[config.mk]
export PLATFORM = sky130hd
export DESIGN_NAME = sensor_frame_assembler
export DESIGN_NICKNAME = d
export VERILOG_FILES = /design/src/rtl/sensor_frame_pkg.sv /design/src/rtl/sensor_frame_assembler_slot.sv /design/src/rtl/sensor_frame_assembler.sv
export SDC_FILE = /design/constraint.sdc
export NUM_CORES = 1
export LEC_CHECK = 0
export CORE_MARGIN = 3
export CORE_UTILIZATION = 45
export CTS_CLUSTER_SIZE = 30
export DETAILED_ROUTE_END_ITERATION = 12
export PLACE_DENSITY = 0.84
export REMOVE_ABC_BUFFERS = 1
export SYNTH_ARGS = -nofsm -noshare
export SYNTH_HDL_FRONTEND = slang
export SYNTH_SLANG_ARGS = --single-unit
[constraint.sdc]
create_clock -name clk_96MHz -period 5.4 [get_ports clk_96MHz]
set_input_delay 1.08 -clock clk_96MHz [delete_from_list [all_inputs] [get_ports clk_96MHz]]
set_output_delay 1.08 -clock clk_96MHz [all_outputs]
set_load 0.01 [all_outputs]
[src/rtl/sensor_frame_pkg.sv]
// Shared types and constants for the sensor frame assembler.
// State encoding, default field widths, frame_data field offsets and a popcount helper.
package sensor_frame_pkg;

    typedef enum logic [1:0] {
        ST_IDLE    = 2'd0,
        ST_COLLECT = 2'd1,
        ST_EMIT    = 2'd2
    } state_e;

    localparam int DEF_ID_W   = 17;
    localparam int DEF_POLY_W = 17;
    localparam int DEF_TS_W   = 24;

    // frame_data = {poly_err, poly, id[N_CH-1] .. id[0]}
    localparam int FD_IDS_LSB = 0;

    function automatic int fd_poly_lsb(input int n_ch, input int id_w);
        return n_ch * id_w;
    endfunction

    function automatic int fd_err_bit(input int n_ch, input int id_w, input int poly_w);
        return n_ch * id_w + poly_w;
    endfunction

    function automatic logic [3:0] popcount8(input logic [7:0] v);
        logic [3:0] c;
        c = 4'd0;
        for (int i = 0; i < 8; i++) begin
            c = c + {3'd0, v[i]};
        end
        return c;
    endfunction

endpackage

[src/rtl/sensor_frame_assembler_slot.sv]
// One receiver channel slot: holds the captured pulse id and its filled flag,
// and flags a polynomial tag that disagrees with the frame reference.
module channel_slot #(
    parameter int ID_W   = 17,
    parameter int POLY_W = 17
) (
    input  logic              clk_96MHz,
    input  logic              reset_n,
    input  logic              clear,
    input  logic              load,
    input  logic [ID_W-1:0]   id_in,
    input  logic [POLY_W-1:0] poly_in,
    input  logic [POLY_W-1:0] ref_poly,
    output logic [ID_W-1:0]   id_q,
    output logic              filled,
    output logic              poly_mismatch
);

    logic [ID_W-1:0] id_r;
    logic            filled_r;

    // Id and filled flag: cleared when the frame is consumed, loaded on capture.
    always_ff @(posedge clk_96MHz or negedge reset_n) begin
        if (!reset_n) begin
            id_r     <= '0;
            filled_r <= 1'b0;
        end else if (clear) begin
            id_r     <= '0;
            filled_r <= 1'b0;
        end else if (load) begin
            id_r     <= id_in;
            filled_r <= 1'b1;
        end
    end

    assign id_q          = id_r;
    assign filled        = filled_r;
    assign poly_mismatch = (poly_in != ref_poly);

endmodule

[src/rtl/sensor_frame_assembler.sv]
// Collects per-channel pulse ids into one frame within a bounded window and holds it for the consumer.
// Optional feature macro: SENSOR_FRAME_TS_EN (latch sys_ts when a frame opens; otherwise frame_ts is 0).
module sensor_frame_assembler
    import sensor_frame_pkg::*;
#(
    parameter int N_CH         = 3,
    parameter int ID_W         = DEF_ID_W,
    parameter int POLY_W       = DEF_POLY_W,
    parameter int TS_W         = DEF_TS_W,
    parameter int WINDOW_TICKS = 100
) (
    input  logic                         clk_96MHz,
    input  logic                         reset_n,
    input  logic [N_CH-1:0]              ch_valid,
    input  logic [N_CH*ID_W-1:0]         ch_id,
    input  logic [N_CH*POLY_W-1:0]       ch_poly,
    input  logic [TS_W-1:0]              sys_ts,
    input  logic                         frame_ready,
    output logic                         frame_valid,
    output logic [POLY_W+N_CH*ID_W:0]    frame_data,
    output logic [N_CH-1:0]              frame_mask,
    output logic [TS_W-1:0]              frame_ts,
    output logic [7:0]                   drop_count,
    output logic                         window_open
);

    localparam int CNT_W    = (WINDOW_TICKS > 1) ? $clog2(WINDOW_TICKS) : 1;
    localparam int POLY_LSB = fd_poly_lsb(N_CH, ID_W);
    localparam int ERR_BIT  = fd_err_bit(N_CH, ID_W, POLY_W);

    state_e                 state_r, state_nxt_s;
    logic [N_CH-1:0]        filled_s, load_s, dup_s, mismatch_s, mask_nxt_s;
    logic [N_CH*ID_W-1:0]   ids_s;
    logic [POLY_W-1:0]      poly_r, first_poly_s, ref_poly_s;
    logic                   poly_err_r, frame_valid_r, window_open_r;
    logic [CNT_W-1:0]       win_cnt_r;
    logic [7:0]             drop_r, drop_nxt_s;
    logic [7:0]             dup8_s;
    logic [3:0]             drop_inc_s;
    logic [8:0]             drop_sum_s;
    logic                   open_s, handshake_s, timeout_s, new_err_s;

    // Tag of the lowest-index strobing channel becomes the frame reference.
    always_comb begin
        first_poly_s = '0;
        for (int k = N_CH - 1; k >= 0; k--) begin
            first_poly_s = ch_valid[k] ? ch_poly[k*POLY_W +: POLY_W] : first_poly_s;
        end
    end

    // Capture/drop decisions and next state.
    always_comb begin
        open_s      = (state_r == ST_IDLE) && (|ch_valid);
        handshake_s = (state_r == ST_EMIT) && frame_valid_r && frame_ready;
        timeout_s   = (state_r == ST_COLLECT) && (win_cnt_r == CNT_W'(WINDOW_TICKS - 1));
        ref_poly_s  = (state_r == ST_IDLE) ? first_poly_s : poly_r;
        load_s      = '0;
        dup_s       = '0;
        state_nxt_s = state_r;
        case (state_r)
            ST_IDLE: begin
                load_s = ch_valid;
            end
            ST_COLLECT: begin
                load_s = ch_valid & ~filled_s;
                dup_s  = ch_valid & filled_s;
            end
            ST_EMIT: begin
                load_s = '0;
            end
            default: begin
                load_s = '0;
            end
        endcase
        mask_nxt_s = filled_s | load_s;
        new_err_s  = |(load_s & mismatch_s);
        case (state_r)
            ST_IDLE: begin
                if (open_s) begin
                    state_nxt_s = (mask_nxt_s == {N_CH{1'b1}}) ? ST_EMIT : ST_COLLECT;
                end else begin
                    state_nxt_s = ST_IDLE;
                end
            end
            ST_COLLECT: begin
                if ((mask_nxt_s == {N_CH{1'b1}}) || timeout_s) begin
                    state_nxt_s = ST_EMIT;
                end else begin
                    state_nxt_s = ST_COLLECT;
                end
            end
            ST_EMIT: begin
                if (handshake_s) begin
                    state_nxt_s = ST_IDLE;
                end else begin
                    state_nxt_s = ST_EMIT;
                end
            end
            default: begin
                state_nxt_s = ST_IDLE;
            end
        endcase
    end

    // Drops: every duplicate strobe while collecting, one per cycle while holding.
    always_comb begin
        dup8_s             = '0;
        dup8_s[N_CH-1:0]   = dup_s;
        case (state_r)
            ST_COLLECT: drop_inc_s = popcount8(dup8_s);
            ST_EMIT:    drop_inc_s = (|ch_valid) ? 4'd1 : 4'd0;
            default:    drop_inc_s = 4'd0;
        endcase
        drop_sum_s = {1'b0, drop_r} + {5'd0, drop_inc_s};
        drop_nxt_s = drop_sum_s[8] ? 8'hFF : drop_sum_s[7:0];
    end

    // State, status flags and drop counter.
    always_ff @(posedge clk_96MHz or negedge reset_n) begin
        if (!reset_n) begin
            state_r       <= ST_IDLE;
            frame_valid_r <= 1'b0;
            window_open_r <= 1'b0;
            drop_r        <= 8'd0;
        end else begin
            state_r       <= state_nxt_s;
            frame_valid_r <= (state_nxt_s == ST_EMIT);
            window_open_r <= (state_nxt_s == ST_COLLECT);
            drop_r        <= drop_nxt_s;
        end
    end

    // Window counter, reference tag and sticky tag-mismatch flag.
    always_ff @(posedge clk_96MHz or negedge reset_n) begin
        if (!reset_n) begin
            win_cnt_r  <= '0;
            poly_r     <= '0;
            poly_err_r <= 1'b0;
        end else if (open_s) begin
            win_cnt_r  <= '0;
            poly_r     <= first_poly_s;
            poly_err_r <= new_err_s;
        end else if (state_r == ST_COLLECT) begin
            win_cnt_r  <= win_cnt_r + CNT_W'(1);
            poly_err_r <= poly_err_r | new_err_s;
        end else if (handshake_s) begin
            win_cnt_r  <= '0;
            poly_r     <= '0;
            poly_err_r <= 1'b0;
        end
    end

    for (genvar g = 0; g < N_CH; g++) begin : g_slot
        channel_slot #(
            .ID_W   (ID_W),
            .POLY_W (POLY_W)
        ) u_slot (
            .clk_96MHz     (clk_96MHz),
            .reset_n       (reset_n),
            .clear         (handshake_s),
            .load          (load_s[g]),
            .id_in         (ch_id[g*ID_W +: ID_W]),
            .poly_in       (ch_poly[g*POLY_W +: POLY_W]),
            .ref_poly      (ref_poly_s),
            .id_q          (ids_s[g*ID_W +: ID_W]),
            .filled        (filled_s[g]),
            .poly_mismatch (mismatch_s[g])
        );
    end

`ifdef SENSOR_FRAME_TS_EN
    logic [TS_W-1:0] ts_r;

    // Timestamp of the frame-opening edge.
    always_ff @(posedge clk_96MHz or negedge reset_n) begin
        if (!reset_n) begin
            ts_r <= '0;
        end else if (open_s) begin
            ts_r <= sys_ts;
        end else if (handshake_s) begin
            ts_r <= '0;
        end
    end

    assign frame_ts = ts_r;
`else
    logic unused_ts_s;
    assign unused_ts_s = ^sys_ts;
    assign frame_ts    = '0;
`endif

    assign frame_data[ERR_BIT]                     = poly_err_r;
    assign frame_data[POLY_LSB +: POLY_W]          = poly_r;
    assign frame_data[FD_IDS_LSB +: N_CH*ID_W]     = ids_s;
    assign frame_mask                              = filled_s;
    assign frame_valid                             = frame_valid_r;
    assign window_open                             = window_open_r;
    assign drop_count                              = drop_r;

endmodule

==> flow_metrics.py <==
metrics = {
    "die": {
        "core_area_um2": 12200,
        "rows": 40,
        "io_pins": 238,
        "die_x_um": 119,
        "start_util_pct": 46.7,
        "fp.dieArea_um2": 14100,
        "die_h_um": 119,
    },
    "grt": {
        "grt_overflow": 0,
        "grt_max_degree": 56,
        "grt_pass1_wl_um": 27500,
        "grt_use_total_pct": 24.4,
        "grt_pass1_vias": 5458,
        "antenna_found_initial": 0,
    },
    "route": {
        "drtIter0Drc": 461,
        "firstDrtPassIters": 5,
        "antenna_left": 0,
        "vias_per_cell": 5.51,
        "wirelength_um": 17400,
        "drc_errors": 0,
        "dr_total_vias": 5585,
        "wl_per_cell_um": 17.1,
    },
    "timing": {
        "whs_ns": 0.501,
        "relSlewSlack_pct": 25.6,
        "setup_viol": 0,
        "clock.fmax_mhz": 256,
        "finalSetupTns_ns": 0,
        "rsz0062_at_grt": "no",
        "period_share_pct": 72.3,
        "hold_viol_final": 0,
        "maxSlewViolCount": 0,
        "worstMarginPinSlew_ns": 1.11,
        "fin_crit_ns": 3.90,
        "skew_ns": 0.00352,
    },
    "clock_network": {
        "clkSinkCount": 91,
        "clk_pin_slew_worst_paths_ns": 0.06,
        "numCtsBuffers": 9,
        "postCtsSetupBuffers": 0,
        "clkLatencyLatePin_ns": 0.34,
        "post_cts_resized": 0,
        "root_buffer": "clkbuf_16",
        "htree_num_levels": 3,
        "hold_buffers": 0,
        "cts_tree": "yes",
        "clk_path_buf_depth": 2,
    },
    "setup_path": {
        "cp.depth": 12,
        "r2r_slack_ns": 1.64,
        "r2r_cells": 13,
        "cp_slowest_cell": "clkdlybuf4s50_1",
        "crit_fanout": 6,
        "worst-setup-path-type": "input port to flip-flop",
        "cp_num_buf_inv": 2,
        "startpoint": "ch_valid[0]",
        "cp_cell_sequence": "clkdlybuf4s50_1 > nand3_1 > fa_1 > nand2b_1 > a21boi_0 > ha_1 > inv_1 > fa_1 > nand2b_1 > nor2_1 > nand3_1 > nand2b_1",
        "critical_path_arrival_ns": 4.18,
        "worstReg2RegEnd": "drop_count[0]$_DFF_PN0_",
        "crit_required_ns": 5.68,
        "cp-start-kind": "input port",
        "cp-endpoint": "drop_count[0]$_DFF_PN0_",
        "cp_common_cell": "nand2b_1",
        "r2r_start": "state_r[1]$_DFF_PN0_",
        "cpPeakStageDelay_ns": 0.59,
        "worstSetupEndpointType": "flip-flop",
        "crit_family": "adder cells",
    },
    "yosys": {
        "yosys_warnings": 0,
        "synth-main-ff-cell": "dfrtp_1",
        "yosys-mux-area-fraction_pct": 0.373,
        "synth_xor_area_share_pct": 7.22,
        "syn_area_um2": 5700,
        "ys_top_cells_by_area": "dfrtp_1 40%, nand2_1 9.5%, a21oi_1 6.5%",
        "synth_top_family_by_area": "simple AND/OR/NAND/NOR gates",
        "synthAdderAreaFrac_pct": 2.24,
        "synth_simple_gate_area_share_pct": 24.3,
        "yosysTopAreaCell": "dfrtp_1",
        "yosysUniqueCellTypes": 58,
        "seq_area_frac_synth_pct": 40.0,
        "avgSynthCellArea_um2": 8.47,
        "async_flop_share_pct": 100,
        "yosys.area.top_type_share_pct": 40.0,
        "synth_seq_cells": 91,
        "synth_compound_area_share_pct": 18.9,
        "syn_inst": 673,
        "synth-edff-count": 0,
    },
    "layout": {
        "layout_commonest_cell": "clkdlybuf4s50_1",
        "regArea_um2": 2280,
        "layout-drive-gt1-share_pct": 3.55,
        "finalInstanceArea_um2": 7890,
        "nets": 982,
        "diodes": 0,
        "fillers": 1015,
        "final_cell_mix": "188 x clkdlybuf4s50_1, 144 x nand2_1, 91 x dfrtp_1",
        "areaGrowthSynthToFinish_pct": 38.4,
        "multi_input_area_um2": 3120,
    },
    "place": {
        "io_buffers": 189,
        "hpwlAfterDp_um": 12400,
        "gp_congestion": 0.946,
        "place_area_um2": 7590,
    },
    "job": {
        "maxCapViolCount": 0,
    },
    "worst_hold_path": {
        "hp-class": "flip-flop to flip-flop",
    },
    "power_and_ir_drop": {
        "p_leak_nw": 3.33,
        "p_per_area_nw_per_um2": 488,
        "ir_drop_mv": 0.353,
    },
    "run_status": {
        "outcome": "finished, final reports clean",
    },
}
worst min path at each step:
stage | end | slack (ns) | from | cells after the start
floorplan | win_cnt_r[5]$_DFFE_PN0P_ | 0.45 | win_cnt_r[5]$_DFFE_PN0P_ | 1
global placement | win_cnt_r[5]$_DFFE_PN0P_ | 0.47 | win_cnt_r[5]$_DFFE_PN0P_ | 1
detailed placement | poly_r[7]$_DFFE_PN0P_ | 0.49 | poly_r[7]$_DFFE_PN0P_ | 2
CTS | win_cnt_r[5]$_DFFE_PN0P_ | 0.50 | win_cnt_r[5]$_DFFE_PN0P_ | 1
global route | win_cnt_r[5]$_DFFE_PN0P_ | 0.53 | win_cnt_r[5]$_DFFE_PN0P_ | 1
finish | poly_r[7]$_DFFE_PN0P_ | 0.50 | poly_r[7]$_DFFE_PN0P_ | 2
layout make-up:
cell class              count  area share, %
multi-input cells         533           39.5
inverters                   7          0.333
clock buffers              12           3.12
flip-flops and latches     91           28.9
repair buffers            199           24.9
well taps                 168           2.66
clock inverters             4          0.634
tightest hold or removal path, cell delays in order (launching register included):
cell	delay [ns]
dfrtp_1	0.36
nand2_1	0.05
o31ai_1	0.05
cells in the mapped netlist (all sizes together) (2+ instances only):
library cell and instances:
nand3 17, nor2b 10, nor2 22, and3 15
nor3 5, inv 7, nand4 8, a221o 4
fa 2, nand3b 4, or2 2, a32o 9
o211a 2, xor2 20, nand4b 2, nand2b 20
dfrtp 91, a31oi 2, a22o 4, and2 5
ha 7, o41ai 2, a21oi 74, or3 8
o211ai 6, a211oi 3, clkbuf 23, nand2 144
a21o 8, buf 42, xnor2 27, o21a 5
and3b 11, o21ai 21, a22oi 3, nor4 7
o22ai 2, o311ai 4, o31ai 11
registers in the layout, indices dropped and copies added, names as in the netlist:
signal,flops
drop_count,8
frame_valid,1
g_slot.u_slot.filled,3
g_slot.u_slot.id_q,51
poly_err_r,1
poly_r,17
state_r,2
win_cnt_r,7
window_open,1
cell families after synthesis:
group           Yosys count
xor+xnor                 47
flops                    91
buf+inv                  72
fa+ha+maj                 9
mux                       2
other cells               1
compound gates          167
simple gates            284
through the flow:
step                setup slack, ns  power (mW)  utilization [%]  instances
floorplan                      2.19        2.23                -        631
global placement               1.27        3.18             62.2        998
detailed placement             1.23        3.22             62.2        998
CTS                            1.56        3.88             64.6       1014
global route                   1.29        4.13             64.6       1014
finish                         1.50        3.85             64.6       1014
layer usage:
layer	track usage [%]	wire, um	up-vias
met5	0	0	-
met3	8.18	1920	38
met4	11.2	554	0
li1	-	-	2644
met2	39.0	8110	295
met1	29.9	6800	2608
report_power, final:
group          switching (mW)  internal, mW
combinational            1.06         0.995
sequential              0.203         0.960
clock                   0.269         0.371
Note: power is estimated with default switching activity, not from simulation.
